--- config.mk ---
export PLATFORM = sky130hd
export DESIGN_NAME = fft_18bit
export DESIGN_NICKNAME = d
export VERILOG_FILES = /design/src/rtl/fft_18bit.sv
export SDC_FILE = /design/constraint.sdc
export NUM_CORES = 2
export LEC_CHECK = 0
export CORE_MARGIN = 4
export CORE_UTILIZATION = 50
export DETAILED_ROUTE_END_ITERATION = 7
export HOLD_SLACK_MARGIN = 0.12
export PLACE_DENSITY = 0.72
export SLEW_MARGIN = 25
export SYNTH_ARGS = -nofsm -noshare
export SYNTH_HDL_FRONTEND = slang
export SYNTH_SLANG_ARGS = --single-unit
--- constraint.sdc ---
create_clock -name clk -period 10.3 [get_ports clk]
set_input_delay 1.03 -clock clk [delete_from_list [all_inputs] [get_ports clk]]
set_output_delay 1.03 -clock clk [all_outputs]
set_load 0.03 [all_outputs]
--- src/rtl/fft_18bit.sv ---
// 8-point radix-2 decimation-in-frequency FFT, fully pipelined: one frame per clock.
// Q8 internal format, 36-bit wrapping arithmetic, results reordered to natural order.
module fft_18bit (
    input  logic        clk,
    input  logic        rst_n,
    input  logic [17:0] r0,
    input  logic [17:0] r1,
    input  logic [17:0] r2,
    input  logic [17:0] r3,
    input  logic [17:0] r4,
    input  logic [17:0] r5,
    input  logic [17:0] r6,
    input  logic [17:0] r7,
    input  logic [17:0] i0,
    input  logic [17:0] i1,
    input  logic [17:0] i2,
    input  logic [17:0] i3,
    input  logic [17:0] i4,
    input  logic [17:0] i5,
    input  logic [17:0] i6,
    input  logic [17:0] i7,
    output logic [35:0] or0,
    output logic [35:0] or1,
    output logic [35:0] or2,
    output logic [35:0] or3,
    output logic [35:0] or4,
    output logic [35:0] or5,
    output logic [35:0] or6,
    output logic [35:0] or7,
    output logic [35:0] oi0,
    output logic [35:0] oi1,
    output logic [35:0] oi2,
    output logic [35:0] oi3,
    output logic [35:0] oi4,
    output logic [35:0] oi5,
    output logic [35:0] oi6,
    output logic [35:0] oi7
);

    logic [17:0]        in_re_s  [8];
    logic [17:0]        in_im_s  [8];
    logic signed [35:0] x_re_r   [8];
    logic signed [35:0] x_im_r   [8];
    logic signed [35:0] d_re_s   [4];
    logic signed [35:0] d_im_s   [4];
    logic signed [35:0] s1_re_s  [8];
    logic signed [35:0] s1_im_s  [8];
    logic signed [35:0] s1_re_r  [8];
    logic signed [35:0] s1_im_r  [8];
    logic signed [35:0] s2_re_s  [8];
    logic signed [35:0] s2_im_s  [8];
    logic signed [35:0] s2_re_r  [8];
    logic signed [35:0] s2_im_r  [8];
    logic signed [35:0] nat_re_s [8];
    logic signed [35:0] nat_im_s [8];
    logic signed [35:0] out_re_r [8];
    logic signed [35:0] out_im_r [8];

    // Multiply by 181/256 (~1/sqrt(2)); product wraps to 36 bits, shift floors.
    function automatic logic signed [35:0] scale_r2(input logic signed [35:0] v);
        logic signed [35:0] p;
        p = v * 36'sd181;
        return p >>> 6'd8;
    endfunction

    // Gather the flat input ports into arrays.
    always_comb begin
        in_re_s[0] = r0; in_re_s[1] = r1; in_re_s[2] = r2; in_re_s[3] = r3;
        in_re_s[4] = r4; in_re_s[5] = r5; in_re_s[6] = r6; in_re_s[7] = r7;
        in_im_s[0] = i0; in_im_s[1] = i1; in_im_s[2] = i2; in_im_s[3] = i3;
        in_im_s[4] = i4; in_im_s[5] = i5; in_im_s[6] = i6; in_im_s[7] = i7;
    end

    // Stage 1: span-4 butterflies, then twiddles W^0..W^3 on the difference half.
    always_comb begin
        for (int k = 0; k < 8; k++) begin
            s1_re_s[k] = 36'sd0;
            s1_im_s[k] = 36'sd0;
        end
        for (int n = 0; n < 4; n++) begin
            d_re_s[n]  = x_re_r[n] - x_re_r[n+4];
            d_im_s[n]  = x_im_r[n] - x_im_r[n+4];
            s1_re_s[n] = x_re_r[n] + x_re_r[n+4];
            s1_im_s[n] = x_im_r[n] + x_im_r[n+4];
        end
        s1_re_s[4] = d_re_s[0];
        s1_im_s[4] = d_im_s[0];
        s1_re_s[5] = scale_r2(d_re_s[1] + d_im_s[1]);
        s1_im_s[5] = scale_r2(d_im_s[1] - d_re_s[1]);
        s1_re_s[6] = d_im_s[2];
        s1_im_s[6] = -d_re_s[2];
        s1_re_s[7] = scale_r2(d_im_s[3] - d_re_s[3]);
        s1_im_s[7] = scale_r2(-d_re_s[3] - d_im_s[3]);
    end

    // Stage 2: span-2 butterflies in each half; odd difference rotated by -j.
    always_comb begin
        for (int k = 0; k < 8; k++) begin
            s2_re_s[k] = 36'sd0;
            s2_im_s[k] = 36'sd0;
        end
        for (int g = 0; g < 8; g += 4) begin
            s2_re_s[g]   = s1_re_r[g]   + s1_re_r[g+2];
            s2_im_s[g]   = s1_im_r[g]   + s1_im_r[g+2];
            s2_re_s[g+1] = s1_re_r[g+1] + s1_re_r[g+3];
            s2_im_s[g+1] = s1_im_r[g+1] + s1_im_r[g+3];
            s2_re_s[g+2] = s1_re_r[g]   - s1_re_r[g+2];
            s2_im_s[g+2] = s1_im_r[g]   - s1_im_r[g+2];
            s2_re_s[g+3] = s1_im_r[g+1] - s1_im_r[g+3];
            s2_im_s[g+3] = s1_re_r[g+3] - s1_re_r[g+1];
        end
    end

    // Stage 3: span-1 butterflies written straight into natural-order slots.
    always_comb begin
        nat_re_s[0] = s2_re_r[0] + s2_re_r[1];
        nat_im_s[0] = s2_im_r[0] + s2_im_r[1];
        nat_re_s[4] = s2_re_r[0] - s2_re_r[1];
        nat_im_s[4] = s2_im_r[0] - s2_im_r[1];
        nat_re_s[2] = s2_re_r[2] + s2_re_r[3];
        nat_im_s[2] = s2_im_r[2] + s2_im_r[3];
        nat_re_s[6] = s2_re_r[2] - s2_re_r[3];
        nat_im_s[6] = s2_im_r[2] - s2_im_r[3];
        nat_re_s[1] = s2_re_r[4] + s2_re_r[5];
        nat_im_s[1] = s2_im_r[4] + s2_im_r[5];
        nat_re_s[5] = s2_re_r[4] - s2_re_r[5];
        nat_im_s[5] = s2_im_r[4] - s2_im_r[5];
        nat_re_s[3] = s2_re_r[6] + s2_re_r[7];
        nat_im_s[3] = s2_im_r[6] + s2_im_r[7];
        nat_re_s[7] = s2_re_r[6] - s2_re_r[7];
        nat_im_s[7] = s2_im_r[6] - s2_im_r[7];
    end

    // Pipeline registers: Q8 capture, stage 1, stage 2, output.
    always_ff @(posedge clk or negedge rst_n) begin
        if (!rst_n) begin
            for (int k = 0; k < 8; k++) begin
                x_re_r[k]   <= 36'sd0;
                x_im_r[k]   <= 36'sd0;
                s1_re_r[k]  <= 36'sd0;
                s1_im_r[k]  <= 36'sd0;
                s2_re_r[k]  <= 36'sd0;
                s2_im_r[k]  <= 36'sd0;
                out_re_r[k] <= 36'sd0;
                out_im_r[k] <= 36'sd0;
            end
        end else begin
            for (int k = 0; k < 8; k++) begin
                x_re_r[k]   <= {{10{in_re_s[k][17]}}, in_re_s[k], 8'd0};
                x_im_r[k]   <= {{10{in_im_s[k][17]}}, in_im_s[k], 8'd0};
                s1_re_r[k]  <= s1_re_s[k];
                s1_im_r[k]  <= s1_im_s[k];
                s2_re_r[k]  <= s2_re_s[k];
                s2_im_r[k]  <= s2_im_s[k];
                out_re_r[k] <= nat_re_s[k];
                out_im_r[k] <= nat_im_s[k];
            end
        end
    end

    assign or0 = out_re_r[0];
    assign or1 = out_re_r[1];
    assign or2 = out_re_r[2];
    assign or3 = out_re_r[3];
    assign or4 = out_re_r[4];
    assign or5 = out_re_r[5];
    assign or6 = out_re_r[6];
    assign or7 = out_re_r[7];
    assign oi0 = out_im_r[0];
    assign oi1 = out_im_r[1];
    assign oi2 = out_im_r[2];
    assign oi3 = out_im_r[3];
    assign oi4 = out_im_r[4];
    assign oi5 = out_im_r[5];
    assign oi6 = out_im_r[6];
    assign oi7 = out_im_r[7];

endmodule

==> run_results.csv <==
group,metric,value,unit
hold_path,hold_start,"s2_im_r[79]",
routing,final_antenna_net_count,0,
cells_and_area,final_common_cell,"inv_1",
sta,max_freq,106,MHz
clock_tree,root_buffer,"clkbuf_16",
die,core-area,202000,sq um
sta,rsz0062_at_grt,"no",
critical_path,worstReg2RegStart,"x_im_r[152]",
routing,drt_iter0_markers,5404,
critical_path,r2r-end,"s1_im_r[26]",
routing,wl_per_cell,22.2,um
yosys,synth-seq-cells,1497,
die,initial_core_util,50.2,%
clock_tree,cts_made_buffers,168,
placement,dp_hpwl,260000,um
yosys,yosysTopAreaCellShare,36.9,%
yosys,async_flop_share,100,%
critical_path,crit_fanout,5,
yosys,synth_area_per_cell,9.72,sq um
global_routing,grt_pass1_vias,76700,
hold_path,min_to,"oi1[7]",
placement,gp_congestion,0.956,
yosys,syn_inst,10400,
critical_path,arrival,10190,ps
critical_path,cp_common_cell,"inv_1",
clock_tree,clk_latency,850,ps
sta,setup_tns,0,ps
critical_path,reg2reg_depth,39,
yosys,yosysSeqAreaShare,36.9,%
critical_path,r2r_setup_slack,820,ps
critical_path,cpPeakStageDelay,530,ps
outcome,status,"completed",
die,fp.dieW,458,um
sta,final.min_clock_period,9480,ps
cells_and_area,fill_cells,17200,
global_routing,grt_pass1_wl,466000,um
clock_tree,cts_setup_buffers,0,
clock_tree,path_clk_slew,60,ps
global_routing,antenna_found_initial,38,
routing,viasPerCell,5.39,
cells_and_area,final_cell_mix,"inv_1, dfrtp_1, ha_1",
cells_and_area,drive_gt1_share,3.40,%
yosys,syn_area,101000,sq um
die,io_pins,866,
clock_tree,cts_tree,"done",
critical_path,critPathCaptureType,"flip-flop",
global_routing,gr-total-overflow,0,
yosys,synthTopCellsByArea,"dfrtp_1, ha_1, xnor2_1, inv_1, fa_1",
hold_path,hold_path.class,"reg2reg",
flow_run,maxCapViolations,0,
global_routing,groute.usage.overall,29.2,%
global_routing,grt_max_degree,177,
sta,relSlewSlack,24.2,%
die,rows,165,
die,die_area,210000,sq um
yosys,yosys_warnings,0,
routing,vias,75600,
routing,first_pass_iters,6,
cells_and_area,syn_to_final_growth,16.1,%
sta,tightest_slew,1110,ps
cells_and_area,nets,13200,
sta,setup_viol,0,
yosys,synth_ff_type,"dfrtp_1",
critical_path,crit_required,11010,ps
clock_tree,cts.sinks,1497,
placement,port_buffers,801,
clock_tree,clockBufferDepth,3,
critical_path,crit_slowest_cell,"fa_1",
yosys,synth_edf_count,0,
sta,maxSlewViolCount,0,
sta,post-route-period-util,92.0,%
hold_path,min_path_cells,0,
clock_tree,cts.htree.levels,4,
critical_path,start_kind,"flip-flop",
sta,finClkSkew,56.1,ps
routing,wl,312000,um
die,die_y,458,um
sta,finalHoldViolCount,0,
routing,drc,0,
cells_and_area,fin_cells,14000,
critical_path,worstSetupPathType,"reg2reg",
critical_path,critical-path-top-delay-family,"compound AO/OA/AOI/OAI gates",
critical_path,crit_buf_inv,8,
yosys,synth.distinct_cells,94,
yosys,synth_top_area_cell,"dfrtp_1",
placement,place_inst,13700,
metrics by stage:
| stage | setup WS (ps) | hold WS [ps] | util (%) | cell area, sq um |
|---|---|---|---|---|
| finish | 823 | 427 | 58.4 | 118000 |
| global placement | 984 | 404 | 55.4 | 112000 |
| CTS | 861 | 427 | 58.3 | 118000 |
| detailed placement | 910 | 416 | 55.4 | 112000 |
| global route | 128 | 444 | 58.3 | 118000 |
| floorplan | 1840 | 394 | - | 102000 |
worst register-to-register path, delay by kind of cell, from the launching register on:
kind | cells | cell delay (ps)
AOI/OAI and AO/OA | 18 | 4370
adders and majority gates | 9 | 3220
xor gates and xnor gates | 2 | 550
buffers and inverters | 8 | 520
DFF | 1 | 380
and+or+nand+nor | 2 | 310
synth_stat cells (all sizes together), types with 160 or more instances:
cell type / number
clkbuf: 228
o21ai: 409
inv: 1701
nor2: 733
a21oi: 790
dfrtp: 1497
o21bai: 228
a21o: 160
nand2: 300
ha: 1434
xnor2: 744
xor2: 265
fa: 272
nor3: 203
logic make-up after synthesis:
kind of cell | after synthesis | share of synthesized area [%]
AOI/OAI and AO/OA | 2273 | 14.4
buffers and inverters | 2032 | 7.82
and+or+nand+nor | 1913 | 8.97
adders and majority gates | 1707 | 23.1
DFF | 1497 | 36.9
xor gates and xnor gates | 1009 | 8.71
muxes | 10 | 0.105
other | 1 | 0.00370
state kept, by name (all words and copies together), names as in the netlist:
| register | count |
|---|---|
| s1_re_r | 165 |
| oi5 | 35 |
| oi4 | 27 |
| oi7 | 35 |
| s2_im_r | 192 |
| x_im_r | 144 |
| oi3 | 35 |
| oi2 | 28 |
| oi6 | 27 |
| or4 | 27 |
| or0 | 28 |
| s1_im_r | 178 |
| s2_re_r | 172 |
| or3 | 35 |
| oi1 | 36 |
| or1 | 35 |
| or2 | 28 |
| or7 | 35 |
| x_re_r | 144 |
| or5 | 36 |
| oi0 | 28 |
| or6 | 27 |
worst max path at each step:
stage	slack [ps]	depth (start not counted)	startpoint	to
finish	820	39	x_im_r[152]	s1_im_r[26]
global route	130	41	x_re_r[152]	s1_im_r[27]
CTS	860	39	x_im_r[152]	s1_im_r[26]
detailed placement	910	41	x_re_r[152]	s1_im_r[26]
global placement	980	39	x_im_r[152]	s1_im_r[26]
floorplan	1840	41	x_re_r[152]	s1_im_r[26]
per-layer routing:
layer	vias to the layer above	share of wire (%)	wire, um	track usage, %
li1	35800	-	-	-
met1	37100	42	132000	37.4
met2	2090	48	150000	49.5
met3	512	4.5	14200	4.08
met4	6	5.0	15700	12.8
met5	-	0.011	33	0
repair_timing:
action | 4_1_cts | 5_1_grt
gates resized for setup | 0 | 0
hold buffers | 1 | 0
hold endpoints to repair | 13 | 0
layout make-up:
type,count,area [sq um],area share [%]
clock inverter,89,1310,1.11
tap,2672,3340,2.84
antenna,24,60.1,0.0510
sequential,1497,37500,31.8
inverter,1705,6400,5.43
multi-input combinational,6976,56300,47.8
timing repair buffer,826,8300,7.04
clock buffer,222,4650,3.95
Power is not shown: default switching activity piles up to over one toggle a cycle in this logic, so the estimate is an artifact.
